===== src/rtl/ram_flip_pkg.sv =====
// ram_flip_pkg: constants shared by the parity RAM, its controller and their benches.
//   DEF_* : default geometry and read latency of the single-port parity RAM
//   ST_*  : controller state encodings
package ram_flip_pkg;

   localparam int unsigned DEF_MEM_WIDTH = 16;
   localparam int unsigned DEF_MEM_DEPTH = 1024;
   localparam int unsigned DEF_ADDR_SIZE = 10;
   localparam int unsigned DEF_RD_LAT    = 1;

   localparam int unsigned ST_W = 2;

   localparam logic [ST_W-1:0] ST_IDLE  = 2'd0;
   localparam logic [ST_W-1:0] ST_ISSUE = 2'd1;
   localparam logic [ST_W-1:0] ST_WAIT  = 2'd2;
   localparam logic [ST_W-1:0] ST_RESP  = 2'd3;

endpackage


===== src/rtl/ram_flip_ctrl.sv =====
// ram_flip_ctrl: single-outstanding initiator for the single-port parity RAM.
// Takes one request on a valid/ready port, drives the RAM pins for one cycle,
// waits out the read latency and returns data plus parity/address error flags.
// Ports:
//   clk, rst_n                      clock, async active-low reset
//   req_valid/req_ready             request handshake
//   req_wr, req_addr, req_wdata     request payload (1 = write)
//   rsp_valid/rsp_ready             response handshake
//   rsp_rdata, rsp_perr, rsp_aerr   response payload
//   ram_din, ram_addr, ram_wr_en, ram_rd_en, ram_blk_select,
//   ram_addr_en, ram_dout_en        RAM control/data pins (all registered)
//   ram_dout, ram_parity_out        RAM read data and stored even parity
module ram_flip_ctrl
   import ram_flip_pkg::*;
#(
   parameter int unsigned MEM_WIDTH = DEF_MEM_WIDTH,
   parameter int unsigned MEM_DEPTH = DEF_MEM_DEPTH,
   parameter int unsigned ADDR_SIZE = DEF_ADDR_SIZE,
   parameter int unsigned RD_LAT    = DEF_RD_LAT
) (
   input  logic                 clk,
   input  logic                 rst_n,
   input  logic                 req_valid,
   output logic                 req_ready,
   input  logic                 req_wr,
   input  logic [ADDR_SIZE-1:0] req_addr,
   input  logic [MEM_WIDTH-1:0] req_wdata,
   output logic                 rsp_valid,
   input  logic                 rsp_ready,
   output logic [MEM_WIDTH-1:0] rsp_rdata,
   output logic                 rsp_perr,
   output logic                 rsp_aerr,
   output logic [MEM_WIDTH-1:0] ram_din,
   output logic [ADDR_SIZE-1:0] ram_addr,
   output logic                 ram_wr_en,
   output logic                 ram_rd_en,
   output logic                 ram_blk_select,
   output logic                 ram_addr_en,
   output logic                 ram_dout_en,
   input  logic [MEM_WIDTH-1:0] ram_dout,
   input  logic                 ram_parity_out
);

   localparam int unsigned CNT_W = $clog2(RD_LAT + 1);
   localparam int unsigned AW1   = ADDR_SIZE + 1;
   // Depth widened by one bit so a power-of-two depth equal to 2**ADDR_SIZE still compares correctly
   localparam logic [AW1-1:0] DEPTH_L = AW1'(MEM_DEPTH);

   logic [ST_W-1:0]      r_state,          w_state_nxt;
   logic [CNT_W-1:0]     r_cnt,            w_cnt_nxt;
   logic                 r_wr,             w_wr_nxt;
   logic                 r_req_ready,      w_req_ready_nxt;
   logic                 r_rsp_valid,      w_rsp_valid_nxt;
   logic [MEM_WIDTH-1:0] r_rsp_rdata,      w_rsp_rdata_nxt;
   logic                 r_rsp_perr,       w_rsp_perr_nxt;
   logic                 r_rsp_aerr,       w_rsp_aerr_nxt;
   logic [MEM_WIDTH-1:0] r_ram_din,        w_ram_din_nxt;
   logic [ADDR_SIZE-1:0] r_ram_addr,       w_ram_addr_nxt;
   logic                 r_ram_wr_en,      w_ram_wr_en_nxt;
   logic                 r_ram_rd_en,      w_ram_rd_en_nxt;
   logic                 r_ram_blk_select, w_ram_blk_select_nxt;
   logic                 r_ram_addr_en,    w_ram_addr_en_nxt;
   logic                 r_ram_dout_en,    w_ram_dout_en_nxt;

   logic w_accept;
   logic w_addr_oor;
   logic w_perr;

   assign w_accept   = req_valid & r_req_ready;
   assign w_addr_oor = ({1'b0, req_addr} >= DEPTH_L);
   assign w_perr     = ((^ram_dout) != ram_parity_out);

   // State and output registers
   always_ff @(posedge clk or negedge rst_n) begin
      if (!rst_n) begin
         r_state          <= ST_IDLE;
         r_cnt            <= '0;
         r_wr             <= 1'b0;
         r_req_ready      <= 1'b0;
         r_rsp_valid      <= 1'b0;
         r_rsp_rdata      <= '0;
         r_rsp_perr       <= 1'b0;
         r_rsp_aerr       <= 1'b0;
         r_ram_din        <= '0;
         r_ram_addr       <= '0;
         r_ram_wr_en      <= 1'b0;
         r_ram_rd_en      <= 1'b0;
         r_ram_blk_select <= 1'b0;
         r_ram_addr_en    <= 1'b0;
         r_ram_dout_en    <= 1'b0;
      end else begin
         r_state          <= w_state_nxt;
         r_cnt            <= w_cnt_nxt;
         r_wr             <= w_wr_nxt;
         r_req_ready      <= w_req_ready_nxt;
         r_rsp_valid      <= w_rsp_valid_nxt;
         r_rsp_rdata      <= w_rsp_rdata_nxt;
         r_rsp_perr       <= w_rsp_perr_nxt;
         r_rsp_aerr       <= w_rsp_aerr_nxt;
         r_ram_din        <= w_ram_din_nxt;
         r_ram_addr       <= w_ram_addr_nxt;
         r_ram_wr_en      <= w_ram_wr_en_nxt;
         r_ram_rd_en      <= w_ram_rd_en_nxt;
         r_ram_blk_select <= w_ram_blk_select_nxt;
         r_ram_addr_en    <= w_ram_addr_en_nxt;
         r_ram_dout_en    <= w_ram_dout_en_nxt;
      end
   end

   // Next state and next registered outputs; outputs are decoded from the state being entered
   always_comb begin
      w_state_nxt          = r_state;
      w_cnt_nxt            = r_cnt;
      w_wr_nxt             = r_wr;
      w_req_ready_nxt      = 1'b0;
      w_rsp_valid_nxt      = 1'b0;
      w_rsp_rdata_nxt      = r_rsp_rdata;
      w_rsp_perr_nxt       = r_rsp_perr;
      w_rsp_aerr_nxt       = r_rsp_aerr;
      w_ram_din_nxt        = r_ram_din;
      w_ram_addr_nxt       = r_ram_addr;
      w_ram_wr_en_nxt      = 1'b0;
      w_ram_rd_en_nxt      = 1'b0;
      w_ram_blk_select_nxt = 1'b0;
      w_ram_addr_en_nxt    = 1'b0;
      w_ram_dout_en_nxt    = 1'b0;

      case (r_state)
         ST_IDLE: begin
            if (w_accept) begin
               w_wr_nxt = req_wr;
               if (w_addr_oor) begin
                  // Out-of-range: answer immediately, RAM pins untouched
                  w_state_nxt     = ST_RESP;
                  w_rsp_valid_nxt = 1'b1;
                  w_rsp_rdata_nxt = '0;
                  w_rsp_perr_nxt  = 1'b0;
                  w_rsp_aerr_nxt  = 1'b1;
               end else begin
                  w_state_nxt          = ST_ISSUE;
                  w_ram_blk_select_nxt = 1'b1;
                  w_ram_addr_en_nxt    = 1'b1;
                  w_ram_addr_nxt       = req_addr;
                  w_ram_din_nxt        = req_wdata;
                  w_ram_wr_en_nxt      = req_wr;
                  w_ram_rd_en_nxt      = ~req_wr;
               end
            end else begin
               w_req_ready_nxt = 1'b1;
            end
         end

         ST_ISSUE: begin
            if (r_wr) begin
               w_state_nxt     = ST_RESP;
               w_rsp_valid_nxt = 1'b1;
               w_rsp_rdata_nxt = '0;
               w_rsp_perr_nxt  = 1'b0;
               w_rsp_aerr_nxt  = 1'b0;
            end else begin
               w_state_nxt          = ST_WAIT;
               w_cnt_nxt            = CNT_W'(RD_LAT);
               w_ram_blk_select_nxt = 1'b1;
               w_ram_dout_en_nxt    = 1'b1;
            end
         end

         ST_WAIT: begin
            if (r_cnt == CNT_W'(1)) begin
               // Last latency cycle: RAM output is valid now
               w_state_nxt     = ST_RESP;
               w_cnt_nxt       = '0;
               w_rsp_valid_nxt = 1'b1;
               w_rsp_rdata_nxt = ram_dout;
               w_rsp_perr_nxt  = w_perr;
               w_rsp_aerr_nxt  = 1'b0;
            end else begin
               w_cnt_nxt            = r_cnt - CNT_W'(1);
               w_ram_blk_select_nxt = 1'b1;
               w_ram_dout_en_nxt    = 1'b1;
            end
         end

         ST_RESP: begin
            if (rsp_ready) begin
               w_state_nxt     = ST_IDLE;
               w_req_ready_nxt = 1'b1;
            end else begin
               w_rsp_valid_nxt = 1'b1;
            end
         end

         default: begin
            w_state_nxt = ST_IDLE;
         end
      endcase
   end

   assign req_ready      = r_req_ready;
   assign rsp_valid      = r_rsp_valid;
   assign rsp_rdata      = r_rsp_rdata;
   assign rsp_perr       = r_rsp_perr;
   assign rsp_aerr       = r_rsp_aerr;
   assign ram_din        = r_ram_din;
   assign ram_addr       = r_ram_addr;
   assign ram_wr_en      = r_ram_wr_en;
   assign ram_rd_en      = r_ram_rd_en;
   assign ram_blk_select = r_ram_blk_select;
   assign ram_addr_en    = r_ram_addr_en;
   assign ram_dout_en    = r_ram_dout_en;

endmodule


===== config.mk =====
export PLATFORM = sky130hd
export DESIGN_NAME = ram_flip_ctrl
export DESIGN_NICKNAME = d
export VERILOG_FILES = /design/src/rtl/ram_flip_pkg.sv /design/src/rtl/ram_flip_ctrl.sv
export SDC_FILE = /design/constraint.sdc
export NUM_CORES = 1
export LEC_CHECK = 0
export CORE_MARGIN = 10
export CORE_UTILIZATION = 39
export CTS_BUF_LIST = sky130_fd_sc_hd__clkbuf_4 sky130_fd_sc_hd__clkbuf_8
export DETAILED_ROUTE_END_ITERATION = 6
export PLACE_DENSITY_LB_ADDON = 0.2
export SYNTH_ARGS = -nofsm -noshare
export SYNTH_HDL_FRONTEND = slang
export SYNTH_SLANG_ARGS = --single-unit
export TNS_END_PERCENT = 100

===== constraint.sdc =====
create_clock -name clk -period 1.8 [get_ports clk]
set_input_delay 0.45 -clock clk [delete_from_list [all_inputs] [get_ports clk]]
set_output_delay 0.45 -clock clk [all_outputs]
set_load 0.02 [all_outputs]

==> results.json <==
{
  "routed_wirelength_um": 5690,
  "nFillCells": 458,
  "fmax_mhz": 571,
  "synth_top_family_by_area": "multiplexers",
  "cts_buffers": 5,
  "cp-start-kind": "flop",
  "synth-warning-count": 0,
  "multi_input_area_um2": 805,
  "grt_pass1_vias": 1821,
  "yosysTopAreaCell": "dfrtp_1",
  "vias": 1643,
  "cap_violations": 0,
  "p_per_area_nw_per_um2": 1620,
  "yosysUniqueCellTypes": 25,
  "drive_above_1_share_pct": 21.2,
  "synth_seq_cells": 54,
  "critical_path_class": "flop to primary output",
  "avgSynthCellArea_um2": 14.3,
  "synthTopCellsByArea": "dfrtp_1, mux2_2, a22o_1, xnor2_1, ha_1",
  "fp.dieArea_um2": 9020,
  "clk_latency_ns": 0.30,
  "yosys.area_share.simple_pct": 3.37,
  "synth_xor_area_share_pct": 6.62,
  "setup_viol": 0,
  "fin_crit_ns": 1.75,
  "post_drt_wl_per_cell_um": 16.5,
  "drc": 0,
  "fin_crit_sh_pct": 97.2,
  "yosysTopAreaCellShare_pct": 61.7,
  "cp-end-kind": "primary output",
  "async_reset_ff_share_pct": 100,
  "reg2reg_depth": 7,
  "rr_endpoint": "rsp_rdata[9]$_DFFE_PN0P_",
  "placed_area_um2": 3400,
  "coreArea_um2": 5470,
  "r2r-start": "r_state[1]$_DFFE_PN0P_",
  "ys.flop_type": "dfrtp_1",
  "leakage_nw": 1.71,
  "stdcell_area_um2": 3520,
  "grt_max_degree": 29,
  "syn2layout_area_growth_pct": 60.9,
  "vdd_drop_max_mv": 0.757,
  "die_x_um": 95.0,
  "cts.path.max_buffers": 2,
  "fin_skew_ns": 0.00850,
  "cts_setup_buffers": 0,
  "yosysMostFrequentCell": "dfrtp_1",
  "ff2ff_setup_slack_ns": 0.10,
  "cts_sinks": 54,
  "yosys-top-cells-count": "dfrtp_1, mux2_2, a22o_1, xnor2_1",
  "status": "complete, no violations",
  "rsz0062_at_grt": "no",
  "worst_pin_slew_ns": 0.739,
  "grt_pass1_wl_um": 9070,
  "cts.clk_slew.worst_paths_ns": 0.09,
  "dp_hpwl_um": 4520,
  "htreeDepth": 2,
  "ys_seq_area_share_pct": 61.7,
  "die_h_um": 95.0,
  "path_cells": "clkdlybuf4s50_1",
  "cp_slowest_cell": "clkdlybuf4s50_1",
  "rows": 27,
  "regArea_um2": 1350,
  "cts_tree": "built",
  "place.port_buffers": 97,
  "whs_ns": 0.0283,
  "crit_path_max_fanout": 2,
  "worst_path_dominant_cell_family": "buffers and inverters",
  "io_pins": 99,
  "required_ns": 1.35,
  "first_pass_iters": 4,
  "yosys.area_share.adder_pct": 2.86,
  "synth_compound_area_share_pct": 9.71,
  "hp-class": "input port to async pin",
  "slew_headroom_pct": 50.7,
  "critPathArrivalTime_ns": 1.30,
  "muxShareOfSynthArea_pct": 13.9,
  "final_nets": 326,
  "place.gp.congestion": 0.828,
  "finalSetupTns_ns": 0,
  "cts-root-buf": "clkbuf_8",
  "placed_cells": 338,
  "synth_edf_count": 0,
  "drt_iter0_markers": 25,
  "diodes": 0,
  "routed_via_density": 4.76,
  "synth_area_um2": 2190,
  "slew_viol_final": 0,
  "post-route-util_pct": 64.4,
  "synth_nets": 206,
  "finalHoldViolCount": 0,
  "antenna_found_initial": 0,
  "critPathMaxStageDelay_ns": 0.64,
  "grt_usage_pct": 12.5,
  "fin_cells": 345,
  "overflow": 0,
  "cp_num_buf_inv": 1,
  "initial_core_util_pct": 40.0,
  "final_antenna_net_count": 0,
  "synth_cells": 153
}
layout by cell type, fill, tap and decap left out, types with 4 or more instances in the layout:
| cell | n |
|---|---|
| dfrtp_1 | 54 |
| clkdlybuf4s50_1 | 82 |
| nor2b_1 | 4 |
| buf_4 | 19 |
| dlymetal6s2s_1 | 14 |
| nand2_1 | 5 |
| mux2_2 | 27 |
| xnor2_1 | 13 |
| nor2_1 | 4 |
| clkbuf_8 | 5 |
| a22o_1 | 17 |
| ha_1 | 5 |
metal layers:
metal / wire length [um] / up-vias / track usage (%)
met4: 42 / 0 / 2.99
met1: 2510 / 783 / 15.2
met3: 770 / 4 / 7.45
met5: 0 / - / 0
met2: 2370 / 81 / 18.7
li1: - / 775 / -
sequential cells by signal, summed over array words and instances (netlist names):
signal          cells
rsp_perr            1
ram_din            16
ram_addr           10
ram_rd_en           1
rsp_rdata          16
ram_addr_en         1
ram_dout_en         1
req_ready           1
r_cnt               1
ram_wr_en           1
rsp_valid           1
r_wr                1
r_state             2
ram_blk_select      1
layout make-up:
cell class | count | share of cell area (%)
Clock buffer | 6 | 2.17
Clock inverter | 1 | 0.213
Inverter | 3 | 0.319
Multi-Input combinational cell | 91 | 22.8
Sequential cell | 54 | 38.3
Tap cell | 72 | 2.56
Timing Repair Buffer | 118 | 33.6
report_power, final:
part           internal (mW)  leakage (nW)  switching (mW)  total [mW]
sequential              1.72         0.686           0.258        1.97
clock                  0.283        0.0407           0.369       0.652
combinational           1.66         0.984            1.44        3.10
metrics by stage:
| stage | power [mW] | setup slack [ns] |
|---|---|---|
| 3_5_place_dp | 5.15 | -0.328 |
| 3_3_place_gp | 5.07 | -0.313 |
| 2_1_floorplan | 3.55 | 0.0610 |
| 5_1_grt | 6.12 | 0.000351 |
| 6_report | 5.72 | 0.0495 |
| 4_1_cts | 5.82 | 0.0127 |
kinds of logic (layout without fill, tap and decap cells):
family | count (synthesis) | count (layout)
adder cells (fa/ha/maj) | 5 | 5
XOR/XNOR | 15 | 15
other | 1 | 1
multiplexers | 27 | 27
AO/OA/AOI/OAI | 27 | 27
buffers and inverters | 8 | 128
AND/OR/NAND/NOR | 16 | 16
flip-flops | 54 | 54
worst max-delay path by stage:
stage / from / depth (start not counted) / endpoint / slack, ns
4_1_cts: ram_dout[15] / 6 / rsp_perr$_DFFE_PN0P_ / 0.01
5_1_grt: r_state[1]$_DFFE_PN0P_ / 7 / rsp_rdata[9]$_DFFE_PN0P_ / 0.0004
6_report: rsp_rdata[4]$_DFFE_PN0P_ / 1 / rsp_rdata[4] / 0.05
2_1_floorplan: r_state[0]$_DFFE_PN0P_ / 6 / ram_addr[7]$_DFFE_PN0P_ / 0.06
3_5_place_dp: ram_dout[15] / 6 / rsp_perr$_DFFE_PN0P_ / -0.33
3_3_place_gp: ram_dout[15] / 6 / rsp_perr$_DFFE_PN0P_ / -0.31
timing repair:
item	in CTS	in global routing
pin swaps	0	7
hold buffers	0	0
setup endpoints to repair	17	9
resized for setup	1	14
cloned	0	0
(Power assumes the default switching activity.)
